### config.mk
export PLATFORM = sky130hd
export DESIGN_NAME = sevenseg_scanner_flat
export DESIGN_NICKNAME = d
export VERILOG_FILES = /design/src/rtl/sevenseg_scanner_if.sv /design/src/rtl/sevenseg_scanner.sv /design/src/flat_wrapper.sv
export SDC_FILE = /design/constraint.sdc
export NUM_CORES = 1
export LEC_CHECK = 0
export ABC_AREA = 1
export CAP_MARGIN = 5
export CORE_MARGIN = 2
export CORE_UTILIZATION = 38
export DETAILED_ROUTE_END_ITERATION = 10
export PLACE_DENSITY = 0.61
export SYNTH_ARGS = -nofsm -noshare
export SYNTH_HDL_FRONTEND = slang
export SYNTH_SLANG_ARGS = --single-unit
### constraint.sdc
create_clock -name clk -period 1.8 [get_ports clk]
set_input_delay 0.36 -clock clk [delete_from_list [all_inputs] [get_ports clk]]
set_output_delay 0.36 -clock clk [all_outputs]
set_load 0.02 [all_outputs]
### src/rtl/sevenseg_scanner_if.sv
// Bundles the load-side inputs and display-side outputs of the seven-segment scanner.
//   value_i : four hex nibbles, nibble k -> digit k (digit 0 rightmost)
//   dp_i    : decimal-point request per digit, active-high
//   en_i    : digit enable per digit, active-high
//   load_i  : one-cycle strobe capturing value_i/dp_i/en_i into the shadow register
//   seg     : segments g..a (seg[0]=a), active-low
//   an      : digit anodes, active-low, at most one low
//   dp      : decimal point, active-low
//   frame_o : one-cycle pulse at each frame boundary
// master drives the load side; slave is the scanner.
interface sevenseg_scanner_if;
  logic [15:0] value_i;
  logic [3:0]  dp_i;
  logic [3:0]  en_i;
  logic        load_i;
  logic [6:0]  seg;
  logic [3:0]  an;
  logic        dp;
  logic        frame_o;

  modport master (
    output value_i, dp_i, en_i, load_i,
    input  seg, an, dp, frame_o
  );

  modport slave (
    input  value_i, dp_i, en_i, load_i,
    output seg, an, dp, frame_o
  );
endinterface

### src/rtl/sevenseg_scanner.sv
// Four-digit multiplexed seven-segment scanner.
//   clk  : core clock, all logic on the rising edge
//   rst  : synchronous, active-high reset
//   bus  : sevenseg_scanner_if.slave (load inputs in, registered display outputs out)
// Each digit owns DIGIT_CYCLES clocks; the first BLANK_CYCLES of every slot keep all anodes
// off to avoid ghosting. New values land in a shadow register and only move to the display
// register at the frame boundary, so a frame never mixes old and new values.
module sevenseg_scanner #(
  parameter int unsigned DIGIT_CYCLES = 2500,
  parameter int unsigned BLANK_CYCLES = 16
) (
  input logic              clk,
  input logic              rst,
  sevenseg_scanner_if.slave bus
);

  localparam int unsigned CntW = $clog2(DIGIT_CYCLES);
  localparam logic [CntW-1:0] CntMax = CntW'(DIGIT_CYCLES - 1);

  logic [CntW-1:0] cnt_q, cnt_d;
  logic [1:0]      idx_q, idx_d;

  logic [15:0] sh_val_q, sh_val_d;
  logic [3:0]  sh_dp_q, sh_dp_d;
  logic [3:0]  sh_en_q, sh_en_d;
  logic [15:0] ds_val_q, ds_val_d;
  logic [3:0]  ds_dp_q, ds_dp_d;
  logic [3:0]  ds_en_q, ds_en_d;

  logic [6:0] seg_q, seg_d;
  logic [3:0] an_q, an_d;
  logic       dp_q, dp_d;
  logic       frame_q, frame_d;

  logic       boundary;
  logic       slot_wrap;
  logic       lit;
  logic [3:0] nibble;

  function automatic logic [6:0] hex_to_seg(input logic [3:0] h);
    logic [6:0] s;
    unique case (h)
      4'h0: s = 7'b1000000;
      4'h1: s = 7'b1111001;
      4'h2: s = 7'b0100100;
      4'h3: s = 7'b0110000;
      4'h4: s = 7'b0011001;
      4'h5: s = 7'b0010010;
      4'h6: s = 7'b0000010;
      4'h7: s = 7'b1111000;
      4'h8: s = 7'b0000000;
      4'h9: s = 7'b0010000;
      4'hA: s = 7'b0001000;
      4'hB: s = 7'b0000011;
      4'hC: s = 7'b1000110;
      4'hD: s = 7'b0100001;
      4'hE: s = 7'b0000110;
      default: s = 7'b0001110;
    endcase
    return s;
  endfunction

  always_comb begin
    slot_wrap = (cnt_q == CntMax);
    boundary  = slot_wrap && (idx_q == 2'd3);

    cnt_d = slot_wrap ? '0 : cnt_q + 1'b1;
    idx_d = slot_wrap ? idx_q + 2'd1 : idx_q;

    sh_val_d = sh_val_q;
    sh_dp_d  = sh_dp_q;
    sh_en_d  = sh_en_q;
    if (bus.load_i) begin
      sh_val_d = bus.value_i;
      sh_dp_d  = bus.dp_i;
      sh_en_d  = bus.en_i;
    end

    // A load landing on the boundary goes straight to the display; otherwise the
    // frame that is about to start would still show the previous shadow contents.
    ds_val_d = ds_val_q;
    ds_dp_d  = ds_dp_q;
    ds_en_d  = ds_en_q;
    if (boundary) begin
      ds_val_d = sh_val_d;
      ds_dp_d  = sh_dp_d;
      ds_en_d  = sh_en_d;
    end

    // Outputs are computed from the current scan state and registered below.
    nibble  = ds_val_q[{idx_q, 2'b00} +: 4];
    lit     = (32'(cnt_q) >= BLANK_CYCLES) && ds_en_q[idx_q];
    seg_d   = 7'b1111111;
    an_d    = 4'b1111;
    dp_d    = 1'b1;
    frame_d = boundary;
    if (lit) begin
      seg_d        = hex_to_seg(nibble);
      an_d[idx_q]  = 1'b0;
      dp_d         = ~ds_dp_q[idx_q];
    end
  end

  always_ff @(posedge clk) begin
    if (rst) begin
      cnt_q    <= '0;
      idx_q    <= '0;
      sh_val_q <= '0;
      sh_dp_q  <= '0;
      sh_en_q  <= '0;
      ds_val_q <= '0;
      ds_dp_q  <= '0;
      ds_en_q  <= '0;
      seg_q    <= 7'b1111111;
      an_q     <= 4'b1111;
      dp_q     <= 1'b1;
      frame_q  <= 1'b0;
    end else begin
      cnt_q    <= cnt_d;
      idx_q    <= idx_d;
      sh_val_q <= sh_val_d;
      sh_dp_q  <= sh_dp_d;
      sh_en_q  <= sh_en_d;
      ds_val_q <= ds_val_d;
      ds_dp_q  <= ds_dp_d;
      ds_en_q  <= ds_en_d;
      seg_q    <= seg_d;
      an_q     <= an_d;
      dp_q     <= dp_d;
      frame_q  <= frame_d;
    end
  end

  assign bus.seg     = seg_q;
  assign bus.an      = an_q;
  assign bus.dp      = dp_q;
  assign bus.frame_o = frame_q;

endmodule
### src/flat_wrapper.sv
// flat-port wrapper written by rule: the top's interface ports become plain ports
module sevenseg_scanner_flat 
#(
  parameter int unsigned DIGIT_CYCLES = 2500,
  parameter int unsigned BLANK_CYCLES = 16
)
  (clk, rst, bus_value_i, bus_dp_i, bus_en_i, bus_load_i, bus_seg, bus_an, bus_dp, bus_frame_o);
  sevenseg_scanner_if bus_i ();
  input logic clk;
  input logic rst;
  input wire logic [$bits(bus_i.value_i)-1:0] bus_value_i;
  input wire logic [$bits(bus_i.dp_i)-1:0] bus_dp_i;
  input wire logic [$bits(bus_i.en_i)-1:0] bus_en_i;
  input wire logic [$bits(bus_i.load_i)-1:0] bus_load_i;
  output wire logic [$bits(bus_i.seg)-1:0] bus_seg;
  output wire logic [$bits(bus_i.an)-1:0] bus_an;
  output wire logic [$bits(bus_i.dp)-1:0] bus_dp;
  output wire logic [$bits(bus_i.frame_o)-1:0] bus_frame_o;
  assign bus_i.value_i = bus_value_i;
  assign bus_i.dp_i = bus_dp_i;
  assign bus_i.en_i = bus_en_i;
  assign bus_i.load_i = bus_load_i;
  assign bus_seg = bus_i.seg;
  assign bus_an = bus_i.an;
  assign bus_dp = bus_i.dp;
  assign bus_frame_o = bus_i.frame_o;
  sevenseg_scanner #(.DIGIT_CYCLES(DIGIT_CYCLES), .BLANK_CYCLES(BLANK_CYCLES)) u_core (.clk(clk), .rst(rst), .bus(bus_i));
endmodule
==> key figures <==
Placement
  – Setup slack at placement: 0.1198 ns
  – Detail Placement HPWL: 5.253 mm
  – Port Buffers: 39
  – Post-DP Area: 0.004096 mm²
  – Gpl congestion: 0.8682
  – # placed instances: 668

Floorplanning
  – Die Y-Extent: 100.6 µm
  – Die width: 100.6 µm
  – Starting Density: 38.77%
  – I/O Pins: 40
  – DIE AREA: 0.01013 mm²
  – # rows: 35
  – Core Box Area: 0.009153 mm²

CTS
  – Root buf cell: clkbuf_8
  – H-tree depth: 3
  – Skew-Pair Late Insertion Delay: 0.36 ns
  – Reg clk slew, reported paths: 0.09 ns
  – Post-CTS Resized: 0
  – CTS tree: done
  – CTS sink cnt: 75
  – Post-CTS Setup Repair Bufs: 0
  – Hold buffer count at cts: 0
  – Clock Tree Buf Depth: 2
  – CTS Buf Count: 9

Drt
  – Highest metal used: met4
  – Metal2 WL: 3.276 mm
  – Met3 routed WL: 307 µm
  – Post-route ant nets: 0
  – Pre-antenna DRT Iters: 5
  – Vias post-DR: 3,148
  – 1st-iter DRT viols: 62
  – Routed WL: 7.421 mm
  – # DRC: 0
  – Drt wl/cell: 10.83 µm
  – DR vias/cell: 4.596
  – WL met1: 3.754 mm

Critical path
  – Reg2reg end: u_core.bus.seg[5]
  – CP cell instances: clkdlybuf4s50_1
  – CP Capture Type: output port
  – Crit path kind: flip-flop to output port
  – Critical Path RT: 1.44 ns
  – Worst Path Max Fanout: 1
  – Data arrival, critical path: 1.27 ns
  – R2R Setup Slk: 0.19 ns
  – Crit-path max cell delay: 0.60 ns
  – Critical Path Source Type: flip-flop
  – WP buf/inv: 1
  – Worst r2r src: u_core.idx_q[0]
  – Crit path max-delay cell type: clkdlybuf4s50_1
  – R2r worst-path depth: 10
  – Critical path's top delay family: buffers and inverters

Timing
  – Setup TNS Final: 0 ns
  – Finish-stage setup viols: 0
  – Final hold vios: 0
  – Clk_skew: 0.01180 ns
  – Setup ws final: 0.1658 ns
  – FMAX: 0.6119 GHz
  – Least-Margin Pin Slew: 0.4188 ns
  – Final period util: 90.79%
  – Slew HR: 72.01%
  – Slew Limit Fails: 0
  – Fin crit period: 1.634 ns
  – RSZ-0062 raised after global routing: false

Global routing
  – GRT overflow: 0
  – Initial antenna violation count: 0
  – Largest net degree at the start of global routing: 49
  – Vias in the first global route: 3,061
  – First-pass GRT wire length: 13.10 mm
  – GR Util All Layers: 15.71%

Final layout
  – Layout overhead on the synthesized area: 23.03%
  – FILL cells: 932
  – Final Cell Area: 0.004365 mm²
  – Final #Nets: 608
  – Reg area: 0.001503 mm²
  – Layout cells sized above 1: 6.969%
  – Non-filler instance count after layout: 685
  – Multi-input logic area: 0.001605 mm²
  – Ant diodes: 0

Min path
  – Worst hold start: u_core.cnt_q[0]
  – WHS Path Cells: 1
  – Worst Hold Path EP: u_core.cnt_q[0]
  – Min-Delay Path Class: flip-flop to flip-flop

Synth
  – Share of the synthesized area in the top cell type: 42.31%
  – Cell area after synthesis: 0.003548 mm²
  – Netlist cell types: 23
  – Area leader, netlist: dfxtp_1
  – Post-synth EDFFs: 0
  – Ranking of synthesized cells by area: dfxtp_1, nand2_1, inv_1, nor2_1, o21ai_0
  – Register area share after synthesis: 42.31%
  – Synthesized instance count: 528
  – Avg Cell Area, Syn: 6.720 µm²
  – Synth warn: 0
  – #FFs+latches synth: 75
  – Synth Flop Type: dfxtp_1
  – Mapped Nets: 567
  – Fraction of registers with async set/reset: 0%

Pwr
  – Pleak: 1.976 nW
  – Total power: 0.003527 W
  – Maximum vdd drop: 0.4885 mV
  – PwrDens: 808.0 mW/mm²

Outcome
  – Outcome: complete, no violations

Flow run
  – Maxcap violations: 0
Yosys cell counts (2+ instances only):
cell	n
nand2_1	141
inv_1	90
nor2_1	76
dfxtp_1	75
o21ai_0	32
nand3_1	31
nand4_1	25
ha_1	12
clkbuf_1	11
a21oi_1	9
buf_2	6
or2_2	4
buf_1	2
buf_4	2
buf_6	2
clkinv_1	2
nor3_1	2
registers in the layout, summed over array words and instances, names as in the netlist, 2 cells and up:
signal / count
u_core.bus.an: 4
u_core.bus.seg: 7
u_core.cnt_q: 12
u_core.ds_dp_q: 4
u_core.ds_en_q: 4
u_core.ds_val_q: 16
u_core.idx_q: 2
u_core.sh_dp_q: 4
u_core.sh_en_q: 4
u_core.sh_val_q: 16
final cells by class:
| class | count | share of cell area [%] |
|---|---|---|
| clock buffers | 9 | 2.837 |
| clock inverters | 7 | 2.837 |
| inverters | 92 | 7.911 |
| multi-input cells | 339 | 36.77 |
| flip-flops and latches | 75 | 34.42 |
| well taps | 111 | 3.181 |
| repair buffers | 52 | 12.04 |
per-stage QoR:
stage	utilization (%)	hold WS, ns
2_1_floorplan	-	0.4299
3_3_place_gp	44.76	0.4416
3_5_place_dp	44.76	0.4514
4_1_cts	47.46	0.4710
5_1_grt	47.70	0.4882
6_report	47.70	0.4684
metal layers:
layer | up-vias | global-route usage, %
li1 | 1695 | -
met1 | 1388 | 20.34
met2 | 57 | 25.44
met3 | 8 | 4.230
met4 | 0 | 5.058
met5 | - | 0
power breakdown:
group / switching (W) / internal [W] / leakage [nW] / total [W]
combinational: 0.000106 / 0.0000948 / 1.24 / 0.000201
sequential: 0.0000132 / 0.00170 / 0.612 / 0.00171
clock: 0.000678 / 0.000935 / 0.126 / 0.00161
total: 0.000798 / 0.00273 / 1.98 / 0.00353
worst max path at each step:
stage	endpoint	startpoint	cells past startpoint
finish	bus_seg[2]	u_core.bus.seg[2]	1
detailed placement	u_core.ds_en_q[1]	u_core.cnt_q[0]	8
global route	u_core.bus.seg[0]	u_core.idx_q[0]	10
CTS	u_core.ds_val_q[8]	u_core.cnt_q[0]	8
global placement	u_core.ds_val_q[9]	bus_load_i	6
floorplan	u_core.bus.seg[0]	u_core.idx_q[0]	11
cells by family after synthesis:
| logic type | after synthesis | share of synthesized area [%] |
|---|---|---|
| AO/OA/AOI/OAI | 41 | 5.783 |
| XOR/XNOR | 2 | 0.4937 |
| adder cells (fa/ha/maj) | 12 | 4.231 |
| buffers and inverters | 115 | 13.01 |
| flip-flops | 75 | 42.31 |
| AND/OR/NAND/NOR | 283 | 34.17 |
layout by cell type, fill, tap and decap left out:
cell,instances
a21oi_1,9
buf_12,3
buf_4,10
bufinv_16,3
clkbuf_8,9
clkdlybuf4s50_1,39
clkinv_1,2
clkinv_2,1
clkinv_4,1
dfxtp_1,74
dfxtp_2,1
ha_1,12
inv_1,90
inv_6,1
inv_8,1
nand2_1,140
nand2_2,2
nand3_1,31
nand3_4,2
nand4_1,25
nor2_1,76
nor2_4,1
nor3_1,2
nor3_4,1
o21ai_0,32
or2_2,4
xnor2_1,1
xor2_1,1
No activity file was read; power rests on OpenSTA's default activity.
